[src/rtl/neuron_requant.sv]
// Output requantizer: round-half-up, arithmetic shift and saturation to int8, then an FWFT FIFO.
// Optional ReLU after saturation when NEURON_REQUANT_RELU_EN is defined.
module neuron_requant #(
    parameter int SHIFT = 4,
    parameter int DEPTH = 4
) (
    input  logic               clk,
    input  logic               rst_n,
    input  logic               in_valid,
    output logic               in_ready,
    input  logic signed [15:0] in_sum,
    input  logic               in_carry,
    output logic               out_valid,
    input  logic               out_ready,
    output logic signed [7:0]  out_data,
    output logic               out_sat,
    output logic [15:0]        sat_count
);

    localparam int AW = (DEPTH > 1) ? $clog2(DEPTH) : 1;
    localparam int CW = AW + 1;
    // Half an output LSB; this expression is zero when SHIFT is zero.
    localparam logic signed [17:0] ROUND = 18'((1 << SHIFT) >> 1);

    logic signed [17:0] w_v;
    logic signed [17:0] w_r;
    logic signed [17:0] w_q;
    logic        [7:0]  w_data;
    logic               w_sat;
    logic               w_accept;
    logic               w_push;
    logic               w_pop;
    logic        [8:0]  w_head;

    logic               r_s1_valid;
    logic        [7:0]  r_s1_data;
    logic               r_s1_sat;
    logic        [8:0]  r_mem [DEPTH];
    logic      [AW-1:0] r_wr_ptr;
    logic      [AW-1:0] r_rd_ptr;
    logic      [CW-1:0] r_count;
    logic        [15:0] r_sat_count;

    assign w_v = {in_carry, in_carry, in_sum};
    assign w_r = w_v + ROUND;
    assign w_q = w_r >>> SHIFT;

    // NOTE: every output of a combinational block gets a default first, so no path can infer a latch.
    always_comb begin
        w_data = w_q[7:0];
        w_sat  = 1'b0;
`ifdef NEURON_REQUANT_RELU_EN
        if (w_q[17]) begin
            w_data = 8'h00;
        end else if (w_q > 18'sd127) begin
            w_data = 8'h7F;
            w_sat  = 1'b1;
        end
`else
        if (w_q > 18'sd127) begin
            w_data = 8'h7F;
            w_sat  = 1'b1;
        end else if (w_q < -18'sd128) begin
            w_data = 8'h80;
            w_sat  = 1'b1;
        end
`endif
    end

    // The stage-1 word already holds a FIFO slot, so room is reserved before it is pushed.
    assign in_ready  = (r_count + CW'(r_s1_valid)) < CW'(DEPTH);
    assign w_accept  = in_valid && in_ready;
    assign w_push    = r_s1_valid;
    assign out_valid = (r_count != '0);
    assign w_pop     = out_valid && out_ready;

    // NOTE: sequential state uses non-blocking assignments so every register samples pre-edge values.
    always_ff @(posedge clk or negedge rst_n) begin
        if (!rst_n) begin
            r_s1_valid  <= 1'b0;
            r_s1_data   <= '0;
            r_s1_sat    <= 1'b0;
            r_sat_count <= '0;
        end else begin
            r_s1_valid <= w_accept;
            if (w_accept) begin
                r_s1_data <= w_data;
                r_s1_sat  <= w_sat;
                if (w_sat && (r_sat_count != 16'hFFFF)) begin
                    r_sat_count <= r_sat_count + 16'd1;
                end
            end
        end
    end

    // NOTE: the storage array is not reset; contents are only observable through out_valid.
    always_ff @(posedge clk) begin
        if (w_push) begin
            r_mem[r_wr_ptr] <= {r_s1_sat, r_s1_data};
        end
    end

    always_ff @(posedge clk or negedge rst_n) begin
        if (!rst_n) begin
            r_wr_ptr <= '0;
            r_rd_ptr <= '0;
            r_count  <= '0;
        end else begin
            if (w_push) begin
                r_wr_ptr <= r_wr_ptr + 1'b1;
            end
            if (w_pop) begin
                r_rd_ptr <= r_rd_ptr + 1'b1;
            end
            case ({w_push, w_pop})
                2'b10:   r_count <= r_count + 1'b1;
                2'b01:   r_count <= r_count - 1'b1;
                default: r_count <= r_count;
            endcase
        end
    end

    // Head is gated so the outputs read zero whenever the FIFO is empty, including after reset.
    assign w_head    = r_mem[r_rd_ptr];
    assign out_data  = out_valid ? $signed(w_head[7:0]) : 8'sd0;
    assign out_sat   = out_valid ? w_head[8] : 1'b0;
    assign sat_count = r_sat_count;

endmodule

[config.mk]
export PLATFORM = sky130hd
export DESIGN_NAME = neuron_requant
export DESIGN_NICKNAME = d
export VERILOG_FILES = /design/src/rtl/neuron_requant.sv
export SDC_FILE = /design/constraint.sdc
export NUM_CORES = 1
export LEC_CHECK = 0
export BUFFER_PORTS_ARGS = -buffer_cell sky130_fd_sc_hd__buf_4
export CAP_MARGIN = 20
export CORE_ASPECT_RATIO = 1.75
export CORE_MARGIN = 1
export CORE_UTILIZATION = 35
export DETAILED_ROUTE_END_ITERATION = 16
export PLACE_DENSITY = 0.54
export SETUP_SLACK_MARGIN = 0.2
export SLEW_MARGIN = 0
export SYNTH_ARGS = -nofsm -noshare
export SYNTH_HDL_FRONTEND = slang
export SYNTH_SLANG_ARGS = --single-unit
[constraint.sdc]
create_clock -name clk -period 2.4 [get_ports clk]
set_clock_uncertainty 0.05 [all_clocks]
set_input_delay 0.24 -clock clk [delete_from_list [all_inputs] [get_ports clk]]
set_output_delay 0.24 -clock clk [all_outputs]
set_load 0.03 [all_outputs]
* Word-level counts from Yosys, hierarchy flattened *
Memories as Yosys holds them, arrays and structs flattened.
Index checks and enable logic that the tools add are counted.

operators by class
  add/subtract/negate cells = 7
  magnitude comparators = 3
  equal/unequal tests = 3
  mux-type cells = 9
  reductions and logical operators = 6

operators by type and width
  cell                                                  count
  2-to-1 mux 8 bit                                      3
  adder 17 x 5 -> 18 bit (second input constant)        1
  adder 16 x 1 -> 16 bit (second input constant)        1
  != test 16 bit (second input constant)                1
  > comparator 14 x 8 -> 1 bit (second input constant)  1
  < comparator 14 x 8 -> 1 bit (second input constant)  1
  case mux 3 bit (2 select lines)                       1
  2-to-1 mux 1 bit                                      5
  adder 2 x 1 -> 2 bit (second input constant)          2
  adder 3 x 1 -> 3 bit                                  1
  adder 3 x 1 -> 3 bit (second input constant)          1
  logical AND 1 bit                                     3
  < comparator 3 bit (second input constant)            1
  nonzero test 3 bit                                    1
  subtractor 3 x 1 -> 3 bit (second input constant)     1
  == test 2 x 1 -> 1 bit (second input constant)        1
  == test 2 bit (second input constant)                 1
  AND reduction 2 bit                                   1
  nonzero test 2 bit                                    1

storage, ports and cells
  bits in registers = 33
  RAM bits = 36
  output and inout port bits = 27
  logic and storage cells = 36
  memories = 1

memory list
  name   depth  bits a word  read ports  clocked after Yosys merged registers in  wr ports  line  RTL
  r_mem  4      9            1           0                                        1         38    logic [8:0] r_mem [DEPTH];

* Longest topological paths before layout *
  word-level depth = 6
  depth in mapped cells = 10
  depth with buffers taken out = 8

* Worst setup path before layout *
Ideal clock, no wire load.

  path kind = register -> register
  start = register r_s1_valid
  end = register r_sat_count[7], in the netlist sat_count[7]
  library setup time = 0.080 ns
  data arrival time = 2.315 ns
  required time = 2.270 ns
  path slack = -0.046 ns
  cell stages (with the launch flop) = 10
  path buffers = 2
  period minus slack after synthesis = 2.446 ns
  path through = dfrtp_1 -> clkbuf_1 -> nand3_1 -> xor2_1 -> nand2_1 -> a31oi_1 -> nand3_4 -> buf_12 -> nor3_2 -> xor2_1

on the way
  longest elaborated chain between the ends = 4

ends and longest elaborated chain
  what                           line  RTL
  start, declared                35    logic r_s1_valid;
  start signal, assigned         85    r_s1_valid <= w_accept;
  adder 3 x 1 -> 3 bit           71    assign in_ready = (r_count + CW'(r_s1_valid)) < CW'(DEPTH);
  < comparator 3 bit             71
  net in_ready                   10    output logic in_ready,
  logical AND 1 bit              72    assign w_accept = in_valid && in_ready;
  AND reduction 2 bit (no line)  --
  end signal, assigned           90    r_sat_count <= r_sat_count + 16'd1;
  end, declared                  42    logic [15:0] r_sat_count;

The timed path passes the listed nets, and every way through them passes these cells.
A chain may end at the register's enable or synchronous reset.

* Worst setup path after layout *
  start = register r_sat_count[0], in the netlist sat_count[0]
  end = register r_sat_count[4], in the netlist sat_count[4]

on the way
  longest elaborated chain between the ends = 3
  elaborated cells on any way between the ends = 4
  those cells by class = add/sub (1); eq/ne (1); reduce/logical (2)

ends and longest elaborated chain
  what
  parallel branches: the longest is 3 deep, another holds adder 16 x 1 -> 16 bit

Parallel ways; which one is timed is not known.

==> flow_results.xml <==
<?xml version="1.0" encoding="UTF-8"?>
<metrics>
  <group name="yosys">
    <metric name="netlist_area" unit="sq um">3250</metric>
    <metric name="synth_sequential_area_ratio" unit="">0.586</metric>
    <metric name="synth_edf_count" unit="">36</metric>
    <metric name="synth_simple_gate_area_share" unit="">0.160</metric>
    <metric name="yosysWarnings" unit="">0</metric>
    <metric name="post_synth.cell_area_avg" unit="sq um">13.3</metric>
    <metric name="synth_area_leader_cell" unit="">sky130_fd_sc_hd__edfxtp_1</metric>
    <metric name="yosys.cell_types.count" unit="">43</metric>
    <metric name="synthTopCellsByArea" unit="">sky130_fd_sc_hd__edfxtp_1, sky130_fd_sc_hd__dfrtp_1, sky130_fd_sc_hd__mux4_2, sky130_fd_sc_hd__xor2_1, sky130_fd_sc_hd__and2_1</metric>
    <metric name="synth_compound_area_frac" unit="">0.0400</metric>
    <metric name="syn_nets" unit="">274</metric>
    <metric name="synth-xor-area-share" unit="">0.0831</metric>
    <metric name="combinational_family_with_the_most_area_after_synthesis" unit="">simple AND/OR/NAND/NOR gates</metric>
    <metric name="synth_largest_type_area_fraction" unit="">0.332</metric>
    <metric name="share_of_cell_area_taken_by_muxes_after_synthesis" unit="">0.0723</metric>
    <metric name="instance_count_of_the_mapped_netlist" unit="">245</metric>
    <metric name="synthFlopType" unit="">sky130_fd_sc_hd__edfxtp_1</metric>
    <metric name="share_of_flip_flops_with_an_asynchronous_set_or_reset_after_synthesis" unit="">0.478</metric>
    <metric name="synthAdderAreaFrac" unit="">0.0331</metric>
    <metric name="synth.ff_latch_count" unit="">69</metric>
  </group>
  <group name="worst_setup_path">
    <metric name="critPathMaxFanout" unit="">7</metric>
    <metric name="r2r.worst_path.cells" unit="">8</metric>
    <metric name="timing_worst_setup_path_type" unit="">reg2reg</metric>
    <metric name="worst_ep_required_time" unit="ns">2.60</metric>
    <metric name="crit_buf_inv" unit="">1</metric>
    <metric name="critical-path-slowest-cell" unit="">sky130_fd_sc_hd__dfrtp_1</metric>
    <metric name="worstReg2RegEnd" unit="">sat_count[4]</metric>
    <metric name="timing.critical_path.cells" unit="">ha_1 -&gt; nand2_1 -&gt; nor2_1 -&gt; a31oi_1 -&gt; nand3_4 -&gt; buf_4 -&gt; nor2_2 -&gt; xor2_1</metric>
    <metric name="arrival" unit="ns">2.26</metric>
    <metric name="worst_r2r_startpoint" unit="">sat_count[0]</metric>
    <metric name="timing.critical_path.from_type" unit="">register</metric>
    <metric name="end_kind" unit="">register</metric>
    <metric name="crit_family" unit="">simple AND/OR/NAND/NOR gates</metric>
    <metric name="critical_path.max_stage_delay" unit="ns">0.43</metric>
    <metric name="worst_case_register_to_register_setup_slack" unit="ns">0.34</metric>
  </group>
  <group name="place">
    <metric name="dp_cells" unit="">413</metric>
    <metric name="portBuffers" unit="">44</metric>
    <metric name="detailedPlacementHpwl" unit="microns">4490</metric>
    <metric name="gpl.final_weighted_congestion" unit="">0.768</metric>
  </group>
  <group name="global_route">
    <metric name="grt_start_max_net_pins" unit="">34</metric>
    <metric name="grtUsageTotal" unit="">0.145</metric>
    <metric name="first_global_vias" unit="">2043</metric>
    <metric name="globalRouteOverflowTotal" unit="">0</metric>
    <metric name="antenna_found_initial" unit="">0</metric>
    <metric name="grt_pass1_wl" unit="microns">10100</metric>
  </group>
  <group name="finish">
    <metric name="mostFrequentLayoutCells" unit="">sky130_fd_sc_hd__buf_4, sky130_fd_sc_hd__edfxtp_1, sky130_fd_sc_hd__dfrtp_1</metric>
    <metric name="final-instance-count-excl-fill" unit="">430</metric>
    <metric name="nFillCells" unit="">879</metric>
    <metric name="insertedDiodeCount" unit="">0</metric>
    <metric name="areaGrowthSynthToFinish" unit="%">24.7</metric>
    <metric name="final_layout_size_suffix_gt1_frac" unit="">0.287</metric>
    <metric name="layout.core_utilization" unit="">0.449</metric>
    <metric name="leading_cell_type_in_the_layout_fill_and_taps_excluded" unit="">sky130_fd_sc_hd__buf_4</metric>
    <metric name="finalNetCount" unit="">334</metric>
    <metric name="register_area" unit="sq um">1910</metric>
    <metric name="multi_input_combinational_cell_area" unit="sq um">1280</metric>
  </group>
  <group name="timing">
    <metric name="hold_ws" unit="ns">0.225</metric>
    <metric name="grt_setup_unrepaired" unit="">false</metric>
    <metric name="max_clock_freq" unit="MHz">484</metric>
    <metric name="slew_headroom" unit="">0.672</metric>
    <metric name="worstMarginPinSlew" unit="ns">0.492</metric>
    <metric name="finalSetupTns" unit="ns">0</metric>
    <metric name="layout_min_cycle_time" unit="ns">2.06</metric>
    <metric name="final_hold_viol_count" unit="">0</metric>
    <metric name="final_min_period_over_clock_period" unit="">0.860</metric>
    <metric name="drv_slew" unit="">0</metric>
    <metric name="count_of_endpoints_failing_setup_in_the_final_report" unit="">0</metric>
  </group>
  <group name="outcome">
    <metric name="outcome" unit="">completed</metric>
  </group>
  <group name="min_path">
    <metric name="hold_path_end" unit="">r_rd_ptr[0]</metric>
    <metric name="timing.hold.worst_path_depth" unit="">3</metric>
    <metric name="timing.hold.worst.class" unit="">in2reg</metric>
    <metric name="hold_start" unit="">out_ready</metric>
  </group>
  <group name="floorplanning">
    <metric name="rows" unit="">46</metric>
    <metric name="io_pins" unit="">48</metric>
    <metric name="die_area" unit="sq um">9700</metric>
    <metric name="initial_utilization" unit="">0.360</metric>
    <metric name="die_height" unit="microns">130</metric>
    <metric name="fp.dieW" unit="microns">74.9</metric>
    <metric name="placeableCoreArea" unit="sq um">9040</metric>
  </group>
  <group name="clock_tree">
    <metric name="clock_tree_from_tritoncts" unit="">yes</metric>
    <metric name="clock_latency_at_the_later_pin_of_the_worst_skew_pair" unit="ns">0.33</metric>
    <metric name="clk_sinks" unit="">69</metric>
    <metric name="worst_setup_hold_path_clk_slew" unit="ns">0.05</metric>
    <metric name="cts_htree_levels" unit="">3</metric>
    <metric name="cts_buffers" unit="">9</metric>
    <metric name="clock-root-buffer" unit="">sky130_fd_sc_hd__clkbuf_16</metric>
    <metric name="clk_path_buf_depth" unit="">2</metric>
  </group>
  <group name="power">
    <metric name="max-vdd-ir-drop" unit="uV">548</metric>
    <metric name="p_per_area" unit="nW/um^2">1180</metric>
    <metric name="p_total" unit="uW">4770</metric>
    <metric name="power.static_leakage" unit="uW">0.00164</metric>
  </group>
  <group name="routing">
    <metric name="wl_met1" unit="microns">2320</metric>
    <metric name="ant_nets" unit="">0</metric>
    <metric name="detailroute.wirelength.met2" unit="microns">3450</metric>
    <metric name="detail_route.vias_per_cell" unit="">4.75</metric>
    <metric name="routedWlPerCell" unit="microns">14.1</metric>
    <metric name="highest_metal_layer_with_signal_wires" unit="">met4</metric>
    <metric name="route.vias.total" unit="">2044</metric>
    <metric name="drt_pass1_iterations" unit="">4</metric>
    <metric name="routed_wirelength" unit="microns">6080</metric>
    <metric name="dr.first_iter.drc_count" unit="">91</metric>
    <metric name="wl_met3" unit="microns">182</metric>
    <metric name="post-route-drc-count" unit="">0</metric>
  </group>
  <group name="run">
    <metric name="maxCapViolations" unit="">0</metric>
  </group>
</metrics>
worst min-delay path: stages:
cell and delay (ns):
sky130_fd_sc_hd__buf_4 0.08, sky130_fd_sc_hd__and2_1 0.17, sky130_fd_sc_hd__xor2_1 0.08
synthesized netlist by cell type (3+ instances only):
library cell               number
sky130_fd_sc_hd__mux4_2         9
sky130_fd_sc_hd__o22a_1         7
sky130_fd_sc_hd__nor2_2         7
sky130_fd_sc_hd__xor2_1        20
sky130_fd_sc_hd__inv_1          9
sky130_fd_sc_hd__ha_1           7
sky130_fd_sc_hd__clkbuf_1       3
sky130_fd_sc_hd__nand4_1        9
sky130_fd_sc_hd__nand2_1       16
sky130_fd_sc_hd__dfrtp_1       33
sky130_fd_sc_hd__and2_1        14
sky130_fd_sc_hd__and4_1         4
sky130_fd_sc_hd__edfxtp_1      36
sky130_fd_sc_hd__and3_1         3
sky130_fd_sc_hd__nor3_1         7
sky130_fd_sc_hd__nor2_1        13
sky130_fd_sc_hd__xnor2_1        9
sky130_fd_sc_hd__o21ai_0        3
sky130_fd_sc_hd__nand3_1       10
timing repair:
action,in CTS,in global routing
gates resized for setup,0,0
buffers inserted,0,0
hold buffers,1,0
hold endpoints to repair,33,0
cell type report:
class / instances / share of cell area
inverter: 10 / 0.00925
clock inverter: 2 / 0.00216
sequential: 69 / 0.470
clock buffer: 14 / 0.0626
timing repair buffer: 55 / 0.102
multi-input combinational: 160 / 0.316
tap: 120 / 0.0370
state kept, by name (all words and copies together), names as in the netlist:
signal	flops
r_count	3
r_mem	36
r_rd_ptr	2
r_s1_data	8
r_s1_sat	1
r_s1_valid	1
r_wr_ptr	2
sat_count	16
power by group:
| part | switching, uW | internal [uW] |
|---|---|---|
| clock network | 445 | 722 |
| registers | 266 | 1640 |
| logic | 924 | 777 |
| total | 1630 | 3140 |
cells by family after synthesis:
group           after synthesis
simple gates                 93
flops                        69
xor+xnor                     30
compound gates               17
buf+inv                      16
mux                          12
fa+ha+maj                     8
per-layer routing:
layer,global-route usage,up-vias
met5,0,-
met1,0.155,995
li1,-,1006
met3,0.0404,9
met2,0.255,34
met4,0.0699,0
metrics by stage:
step / setup WS (ns) / area, sq um
2_1_floorplan: 0.201 / 3270
3_3_place_gp: 0.0686 / 3780
3_5_place_dp: 0.0644 / 3780
4_1_cts: 0.314 / 4060
5_1_grt: 0.206 / 4060
6_report: 0.336 / 4060
how the worst max path moves through the flow:
stage / cells after the start / slack [ns] / start / end
floorplan: 9 / 0.20 / r_s1_valid / sat_count[7]
global placement: 10 / 0.07 / in_sum[3] / sat_count[2]
detailed placement: 10 / 0.06 / in_sum[3] / sat_count[4]
CTS: 8 / 0.31 / sat_count[0] / sat_count[4]
global route: 8 / 0.21 / sat_count[0] / sat_count[10]
finish: 8 / 0.34 / sat_count[0] / sat_count[4]
Power figures use the tool's default switching activity.
